**config.mk**
```make
export PLATFORM = sky130hd
export DESIGN_NAME = adc_multi_sampler
export DESIGN_NICKNAME = d
export VERILOG_FILES = /design/src/rtl/adc_multi_sampler.sv
export SDC_FILE = /design/constraint.sdc
export NUM_CORES = 1
export LEC_CHECK = 0
export CORE_MARGIN = 2
export CORE_UTILIZATION = 49
export DETAILED_ROUTE_END_ITERATION = 8
export GPL_ROUTABILITY_DRIVEN = 0
export PLACE_DENSITY = 0.86
export SYNTH_ARGS = -nofsm -noshare
export SYNTH_HDL_FRONTEND = slang
export SYNTH_SLANG_ARGS = --single-unit
```
**constraint.sdc**
```tcl
create_clock -name clk -period 2.03 [get_ports clk]
set_input_delay 0.203 -clock clk [delete_from_list [all_inputs] [get_ports clk]]
set_output_delay 0.203 -clock clk [all_outputs]
set_load 0.01 [all_outputs]
```
**src/rtl/adc_multi_sampler.sv**
```systemverilog
// adc_multi_sampler: capture sequencer for NUM_CH I2C `adc` instances.
// Starts all channels together, waits until every channel has gone busy,
// then captures each result independently. Optionally averages
// 2^AVG_LOG2 rounds per published result, repeats batches in continuous
// mode, and aborts a round that exceeds TIMEOUT_CYCLES.
module adc_multi_sampler #(
    parameter int NUM_CH         = 2,
    parameter int AVG_LOG2       = 0,
    parameter int PERIOD_CYCLES  = 27000000,
    parameter int TIMEOUT_CYCLES = 2700000
) (
    input  logic                 clk,
    input  logic                 rst_n,
    input  logic                 trigger,
    input  logic                 continuous,
    input  logic [NUM_CH-1:0]    adc_ready,
    input  logic [16*NUM_CH-1:0] adc_data,
    output logic [NUM_CH-1:0]    adc_enable,
    output logic [16*NUM_CH-1:0] raw_out,
    output logic [12*NUM_CH-1:0] volt_out,
    output logic                 sample_valid,
    output logic                 timeout_pulse,
    output logic [NUM_CH-1:0]    ch_timeout,
    output logic                 busy,
    output logic [15:0]          batch_count
);

    localparam int AW = 12 + AVG_LOG2;
    localparam int RW = (AVG_LOG2 > 0) ? AVG_LOG2 : 1;
    localparam int TW = $clog2(TIMEOUT_CYCLES + 1);
    localparam int PW = (PERIOD_CYCLES > 1) ? $clog2(PERIOD_CYCLES) : 1;

    localparam logic [RW-1:0]     ROUND_LAST = RW'((1 << AVG_LOG2) - 1);
    localparam logic [TW-1:0]     TO_LAST    = TW'(TIMEOUT_CYCLES - 1);
    localparam logic [PW-1:0]     HOLD_LOAD  = PW'(PERIOD_CYCLES - 1);
    localparam logic [NUM_CH-1:0] ALL_CH     = {NUM_CH{1'b1}};

    localparam logic [2:0] S_IDLE    = 3'd0;
    localparam logic [2:0] S_ARM     = 3'd1;
    localparam logic [2:0] S_CAPTURE = 3'd2;
    localparam logic [2:0] S_PUBLISH = 3'd3;
    localparam logic [2:0] S_HOLDOFF = 3'd4;

    // Negative readings clamp to zero; otherwise keep the 12 magnitude bits.
    function automatic logic [11:0] clamp12(input logic [15:0] d);
        return d[15] ? 12'd0 : d[14:3];
    endfunction

    // Truncating divide of the accumulated sum by the number of rounds.
    function automatic logic [11:0] avg_of(input logic [AW-1:0] a);
        return 12'(a >> AVG_LOG2);
    endfunction

    logic [2:0]        state;
    logic [NUM_CH-1:0] done;
    logic [AW-1:0]     acc [NUM_CH];
    logic [RW-1:0]     round;
    logic [TW-1:0]     tcnt;
    logic [PW-1:0]     hcnt;
    logic [NUM_CH-1:0] cap_mask;
    logic [NUM_CH-1:0] done_next;
    logic              abort;
    logic              start_batch;

    // Per-edge decisions: which channels capture, whether the round aborts
    // (a capture that completes the round beats the time limit), and
    // whether a new batch starts.
    always_comb begin
        cap_mask = '0;
        if (state == S_CAPTURE) begin
            cap_mask = adc_ready & ~done;
        end
        done_next   = done | cap_mask;
        abort       = ((state == S_ARM) || ((state == S_CAPTURE) && (done != ALL_CH))) &&
                      (tcnt >= TO_LAST) && (done_next != ALL_CH);
        start_batch = ((state == S_IDLE) && (trigger || continuous)) ||
                      ((state == S_HOLDOFF) && continuous && (hcnt == '0));
    end

    assign busy = (state != S_IDLE);

    // Sequencer state, capture registers, accumulators and published outputs.
    always_ff @(posedge clk or negedge rst_n) begin
        if (!rst_n) begin
            state         <= S_IDLE;
            done          <= '0;
            round         <= '0;
            tcnt          <= '0;
            hcnt          <= '0;
            adc_enable    <= '0;
            raw_out       <= '0;
            volt_out      <= '0;
            sample_valid  <= 1'b0;
            timeout_pulse <= 1'b0;
            ch_timeout    <= '0;
            batch_count   <= '0;
            for (int i = 0; i < NUM_CH; i++) begin
                acc[i] <= '0;
            end
        end else begin
            sample_valid  <= 1'b0;
            timeout_pulse <= 1'b0;
            case (state)
                S_IDLE: begin
                    state <= S_IDLE;
                end
                S_ARM: begin
                    // Only move on once every channel has dropped ready, so a
                    // ready left over from the previous conversion is never taken.
                    tcnt <= tcnt + 1'b1;
                    if (adc_ready == '0) begin
                        state <= S_CAPTURE;
                    end
                end
                S_CAPTURE: begin
                    if (done == ALL_CH) begin
                        if (round != ROUND_LAST) begin
                            // Every enable was dropped at its capture edge, so
                            // re-raising here leaves at least one low cycle.
                            round      <= round + 1'b1;
                            done       <= '0;
                            adc_enable <= ALL_CH;
                            tcnt       <= '0;
                            state      <= S_ARM;
                        end else begin
                            for (int i = 0; i < NUM_CH; i++) begin
                                volt_out[12*i +: 12] <= avg_of(acc[i]);
                            end
                            sample_valid <= 1'b1;
                            batch_count  <= batch_count + 16'd1;
                            state        <= S_PUBLISH;
                        end
                    end else begin
                        tcnt <= tcnt + 1'b1;
                        for (int i = 0; i < NUM_CH; i++) begin
                            if (cap_mask[i]) begin
                                raw_out[16*i +: 16] <= adc_data[16*i +: 16];
                                acc[i]              <= acc[i] + AW'(clamp12(adc_data[16*i +: 16]));
                                adc_enable[i]       <= 1'b0;
                            end
                        end
                        done <= done_next;
                    end
                end
                S_PUBLISH: begin
                    hcnt  <= HOLD_LOAD;
                    state <= continuous ? S_HOLDOFF : S_IDLE;
                end
                S_HOLDOFF: begin
                    if (!continuous) begin
                        state <= S_IDLE;
                    end else if (hcnt != '0) begin
                        hcnt <= hcnt - 1'b1;
                    end
                end
                default: begin
                    state <= S_IDLE;
                end
            endcase

            // Abandon the round: keep raw words already taken, publish nothing.
            if (abort) begin
                adc_enable    <= '0;
                ch_timeout    <= ~done_next;
                timeout_pulse <= 1'b1;
                hcnt          <= HOLD_LOAD;
                state         <= continuous ? S_HOLDOFF : S_IDLE;
            end

            if (start_batch) begin
                for (int i = 0; i < NUM_CH; i++) begin
                    acc[i] <= '0;
                end
                round      <= '0;
                done       <= '0;
                ch_timeout <= '0;
                tcnt       <= '0;
                adc_enable <= ALL_CH;
                state      <= S_ARM;
            end
        end
    end

endmodule

```
Word level (Yosys, flattened, before mapping):

Index checks and enable logic that the tools add are counted.

* $add $sub $neg: 6
* $lt $le $gt $ge: 1
* equal/unequal tests: 16
* muxes and demuxes: 45
* bitwise gates (word level): 6
* reductions and logical operators: 36

Operators by type and width (number)
* 2-to-1 mux 25 bit: 3
* 2-to-1 mux 24 bit: 3
* 2-to-1 mux 22 bit: 3
* one-hot mux 25 bit (2 select lines): 1
* 2-to-1 mux 12 bit: 4
* one-hot mux 22 bit (2 select lines): 1
* AND reduction 3 bit: 9
* 2-to-1 mux 2 bit: 13
* zero test 25 bit: 1
* nonzero test 25 bit: 1
* subtractor 25 x 1 -> 25 bit, second input constant: 1
* adder 12 bit: 2
* adder 22 x 1 -> 22 bit, second input constant: 1
* >= comparator 22 bit, second input constant: 1
* 2-to-1 mux 3 bit: 6
* adder 16 x 1 -> 16 bit, second input constant: 1
* inequality test 4 bit, second input constant: 3
* one-hot mux 3 bit (4 select lines): 1
* nonzero test 3 bit: 4
* 2-to-1 mux 1 bit: 10
* nonzero test 2 bit: 5
* inequality test 4 x 3 -> 1 bit, second input constant: 2
* nonzero test 4 bit: 2
* == test 3 x 2 -> 1 bit, second input constant: 2
* 16 further kinds: 30

* bits in registers: 155
* input port bits: 38
* output and inout port bits: 79
* logic and storage cells: 126

Logic depth before layout (Yosys ltp):

Gate-level depths: netlist of run 1.

* depth in word-level cells: 8
* gate-level depth with buffers: 10
* depth with buffers taken out: 10

Worst setup path after synthesis of run 1:

Ideal clock, no wire load.

* path kind: input-to-reg
* from: in adc_data[31]
* to: reg acc[9] (netlist bit)
* library setup time: 0.134 ns
* data arrival time: 2.017 ns
* required time: 1.896 ns
* path slack: -0.121 ns
* cell stages on the path: 9
* path buffers: 1
* cells stage by stage: clkbuf_1 -> nor2b_1 -> ha_1 -> or4_1 -> a311oi_1 -> nor2_1 -> a31oi_1 -> xor2_1 -> o22ai_1

* word-level cells in the longest chain between the ends: 6

Ends and longest elaborated chain
* start: declaration: RTL line 17 `input logic [16*NUM_CH-1:0] adc_data,`
* 2-to-1 mux 12 bit: RTL line 46 `return d[15] ? 12'd0 : d[14:3];`
* adder 12 bit: RTL line 138 `acc[i] <= acc[i] + AW'(clamp12(adc_data[16*i +: 16]));`
* 2-to-1 mux 12 bit: RTL line 136 `if (cap_mask[i]) begin`
* 2-to-1 mux 24 bit: RTL line 116 `if (done == ALL_CH) begin`
* 2-to-1 mux 24 bit: RTL line 103 `case (state)`
* 2-to-1 mux 24 bit: RTL line 170 `if (start_batch) begin`
* end signal: indexed assignment: RTL line 138
* end: declaration: RTL line 56 `logic [AW-1:0] acc [NUM_CH];`

No other way between the ends. The select of a mux whose other input is x is not followed.
A chain may end at the register's enable or synchronous reset.

Final worst setup path of run 1:

* from: reg hcnt[5]
* to: reg acc[1] (netlist bit)

* word-level cells in the longest chain between the ends: 5
* elaborated cells on any way between the ends: 8
* classes of those cells: eq/ne: 1; mux: 1; reduce/logical: 6

Ends and longest elaborated chain
* start: declaration: RTL line 59 `logic [PW-1:0] hcnt;`
* start signal: assignment: RTL line 153 `hcnt <= hcnt - 1'b1;`
* zero test 25 bit (*): RTL line 77 `((state == S_HOLDOFF) && continuous && (hcnt == '0));`
* logical AND 1 bit (*): RTL line 77
* logical OR 1 bit (*): RTL line 76 `start_batch = ((state == S_IDLE) && (trigger || continuous)) ||`
* inequality test 2 bit (no source line) or nonzero test 2 bit (tied branches)
* AND reduction 3 bit (no source line)

Mark *: on every way between the ends. The rest lies on a longest branch, timed or not.

==> results of run 1 <==
-- power groups by stage --
stage                     Combinational, uW  Clock, uW  Sequential (uW)
after CTS                              3910       3220             4030
final                                  4470       3230             4080
after global routing                   4770       3380             4130
after floorplan                        1570          0             4170
after global placement                 3550          0             4040
after detailed placement               3680          0             4070
-- cells by family (layout without fill, tap and decap cells) --
group	Yosys count	after routing	share of synthesized area, %
compound gates	106	106	9.420
xor+xnor	65	65	7.314
fa+ha+maj	28	28	4.694
buf+inv	46	315	2.588
flops	154	154	49.51
mux	28	28	4.019
simple gates	358	358	22.46
-- per-layer routing --
| layer | vias up | GRT usage, % | routed length, um |
|---|---|---|---|
| li1 | 3242 | - | - |
| met1 | 3667 | 30.46 | 9331 |
| met3 | 85 | 5.904 | 1311 |
| met4 | 0 | 10.25 | 760 |
| met2 | 290 | 48.17 | 12770 |
| met5 | - | 0 | 0 |
-- worst register-to-register path: cells and delay by family (launching register included) --
| family | cells | cell delay [ns] |
|---|---|---|
| AOI/OAI and AO/OA | 2 | 0.17 |
| buffers and inverters | 2 | 0.34 |
| DFF | 1 | 0.40 |
| and+or+nand+nor | 4 | 1.14 |
-- worst paths after layout --
| check | endpoint | slack, ns | cells past startpoint |
|---|---|---|---|
| min in group asynchronous | volt_out[7] | 0.30 | 2 |
| setup reg to reg | acc[1] | -0.14 | 8 |
| max in group asynchronous | batch_count[13] | 1.07 | 3 |
| hold / removal | raw_out[31] | 0.23 | 4 |
| hold reg to reg | raw_out[25] | 0.48 | 2 |
| setup / recovery | acc[1] | -0.14 | 8 |
-- cells in the final DEF, fill, tap and decap left out, types with 5 or more instances in the layout --
cell type and instances:
xnor2_1 29, o21ai_0 8, o22ai_1 12, or3_1 7, buf_6 11, ha_1 22
nand3_1 16, clkbuf_16 19, dfrtp_1 152, nand3_2 6, o21a_1 10, xor2_1 35
buf_12 8, and3_1 12, nor2_1 44, nor3_2 6, a21o_1 8, nor3_1 18
buf_4 131, clkdlybuf4s50_1 112, a21oi_1 10, mux2_2 25, nor2b_1 22, nor2_2 5
nand2_1 155, nand2b_1 5, nand4_1 13, o21ai_1 6, nor4_2 5, a21oi_2 7
inv_1 14
-- area by class of cell --
type,instances,area (um2)
clock buffer,18,439.2
fill,968,4279
clock inverter,14,156.4
tap,216,270.3
sequential,154,3856
multi-input combinational,585,4184
timing repair buffer,268,2471
inverter,15,56.30
-- sequential cells by signal, indices dropped and copies added, names as in the netlist --
| register | count |
|---|---|
| acc | 24 |
| tcnt | 22 |
| done | 2 |
| adc_enable | 2 |
| raw_out | 32 |
| timeout_pulse | 1 |
| state | 3 |
| batch_count | 16 |
| hcnt | 25 |
| ch_timeout | 2 |
| sample_valid | 1 |
| volt_out | 24 |
-- through the flow --
stage	hold WS, ns	cell area (um2)	utilization, %	setup WS (ns)	power (uW)
finish	0.2283	11430	72.77	-0.1389	11780
CTS	0.2206	11020	70.15	-0.09947	11160
global route	0.2492	11430	72.77	-0.2268	12270
detailed placement	0.2057	10170	64.71	-0.7026	7758
global placement	0.2023	10170	64.71	-0.5551	7593
floorplan	-0.09259	7785	-	-0.01006	5743
-- what timing repair did --
action,4_1_cts,5_1_grt
setup endpoints to repair,77,79
hold buffers,1,0
gates cloned,1,2
pin swaps,29,24
buffers inserted,4,12
hold endpoints to repair,52,0
resized for setup,53,62
==> out/metrics.csv, run 1 <==
stage;metric;value;unit
routing;drt first pass iters;5;
logic_synthesis;synth unique cells;66;
power;clock share of power;27.4;%
die;die area;16910;um2
critical_path;critical path's most frequent cell;buf_6;
logic_synthesis;Syn Inst Count;785;
clock_network;CTS sink cnt;154;
layout;Cell Count, Final, Fillers Out;1270;
critical_path;worst path arrival time;2.49;ns
die;IO Pins;117;
placement;Post-DP HPWL;14.16;mm
die;die width;130.0;um
die;Die Y;130.0;um
power;Comb power frac;37.9;%
worst_hold_path;hold wc startpoint;adc_data[31];
logic_synthesis;synthesized flop and latch total;154;
logic_synthesis;mapped cell area;7784;um2
routing;DRT Wirelength;24.17;mm
global_routing;initial antenna violation count;0;
timing;Setup Skew;0.01431;ns
critical_path;Crit. End Element;flop;
routing;Remaining DRCs;0;
run_status;status;finished, violations left;
global_routing;largest net degree at the start of global routing;59;
logic_synthesis;Post-synth EDFFs;0;
job;max cap viols;0;
routing;Wirelength per Cell;19.03;um
placement;Placed Cells;1218;
logic_synthesis;largest cells by area after synthesis;dfrtp_1 (50%), nand2_1 (7.6%), ha_1 (4.2%);
logic_synthesis;syn nets;851;
critical_path;critical path, cell by cell;or4_4 > or2_4 > nor3_4 > buf_6 > a31oi_4 > buf_6 > nand3_4 > o21ai_2;
global_routing;GRT Overall Usage;26.52;%
critical_path;slowest cell on the critical path;or4_4;
layout;area grow syn2layout;46.89;%
timing;max-slew violations;0;
clock_network;CTS tree;built;
die;CORE AREA;15710;um2
logic_synthesis;most frequent cell after synthesis;nand2_1;
critical_path;r2r startpoint;hcnt[5];
timing;setup violators final;65;
power;switching share of power;35.32;%
timing;relative slew slack;44.90;%
global_routing;first-pass GRT wire length;35.20;mm
power;leakage power;0.005254;uW
timing;Slew @ Worst Pin;0.8190;ns
power;power density over the cells;1030;nW/um2
logic_synthesis;synth warn;0;
routing;vias per cell;5.735;
clock_network;cts bufs inserted;17;
clock_network;Bufs on Longest Clock Path;2;
worst_hold_path;hold crit path type;in -> reg;
timing;crit share post-route;106.8;%
power;Flop pwr share;34.6;%
placement;PortBufs;116;
timing;maximum clock rate;461.1;MHz
timing;final critical-path setup slack;-0.1389;ns
critical_path;Largest delay share family, worst path;simple AND/OR/NAND/NOR gates;
timing;Final min period;2.169;ns
run_status;failing checks;setup timing;
logic_synthesis;area leader, netlist;dfrtp_1;
critical_path;CP Launch Point;hcnt[5];
critical_path;startpoint types;flop;
critical_path;Buf/Inv on CP;2;
critical_path;worst-path maximum fanout;4;
layout;ant diodes;0;
clock_network;Worst-Skew Late Latency;0.45;ns
global_routing;vias in the first global route;7297;
critical_path;Req. time, crit path;2.35;ns
logic_synthesis;top cells by count, synth;nand2_1 (157), dfrtp_1 (154), nor2_1 (51), xor2_1 (36), xnor2_1 (29);
layout;share of cells above drive strength 1;28.65;%
routing;vias;7284;
clock_network;clock transition at the registers of the reported paths;0.07;ns
logic_synthesis;Synth Area per Inst;9.916;um2
logic_synthesis;top-area cell type share of the netlist area;49.51;%
die;FP Rows;46;
timing;RSZ-0062 raised after global routing;yes;
routing;Detail Route Antenna Nets;0;
clock_network;CTS root buf;clkbuf_16;
layout;Post-layout nets;1107;
critical_path;Worst Setup Path Type;reg -> reg;
routing;1st-iter DRT viols;535;
logic_synthesis;sequential share of the synthesized area;49.51;%
power;Switch Pwr;4160;uW
critical_path;slowest stage delay, CP;0.54;ns
logic_synthesis;asr flop ratio synth;100.0;%
global_routing;total congestion overflow;0;
clock_network;CTS HTree Levels;4;
die;initial core utilization;49.54;%
power;Internal;7620;uW
timing;Final Hold Fails;0;
logic_synthesis;ys flop type;dfrtp_1;
power;VDD IR max;0.0007364;V
timing;setup_tns;-6.074;ns
Note: power is estimated with default switching activity, not from simulation.
==> run 2, diff against run 1 <==
Settings changed: HOLD_SLACK_MARGIN from default to 0.02.
==> results of run 2 <==
Final layout, timing and power as in run 1 (identical DEF).
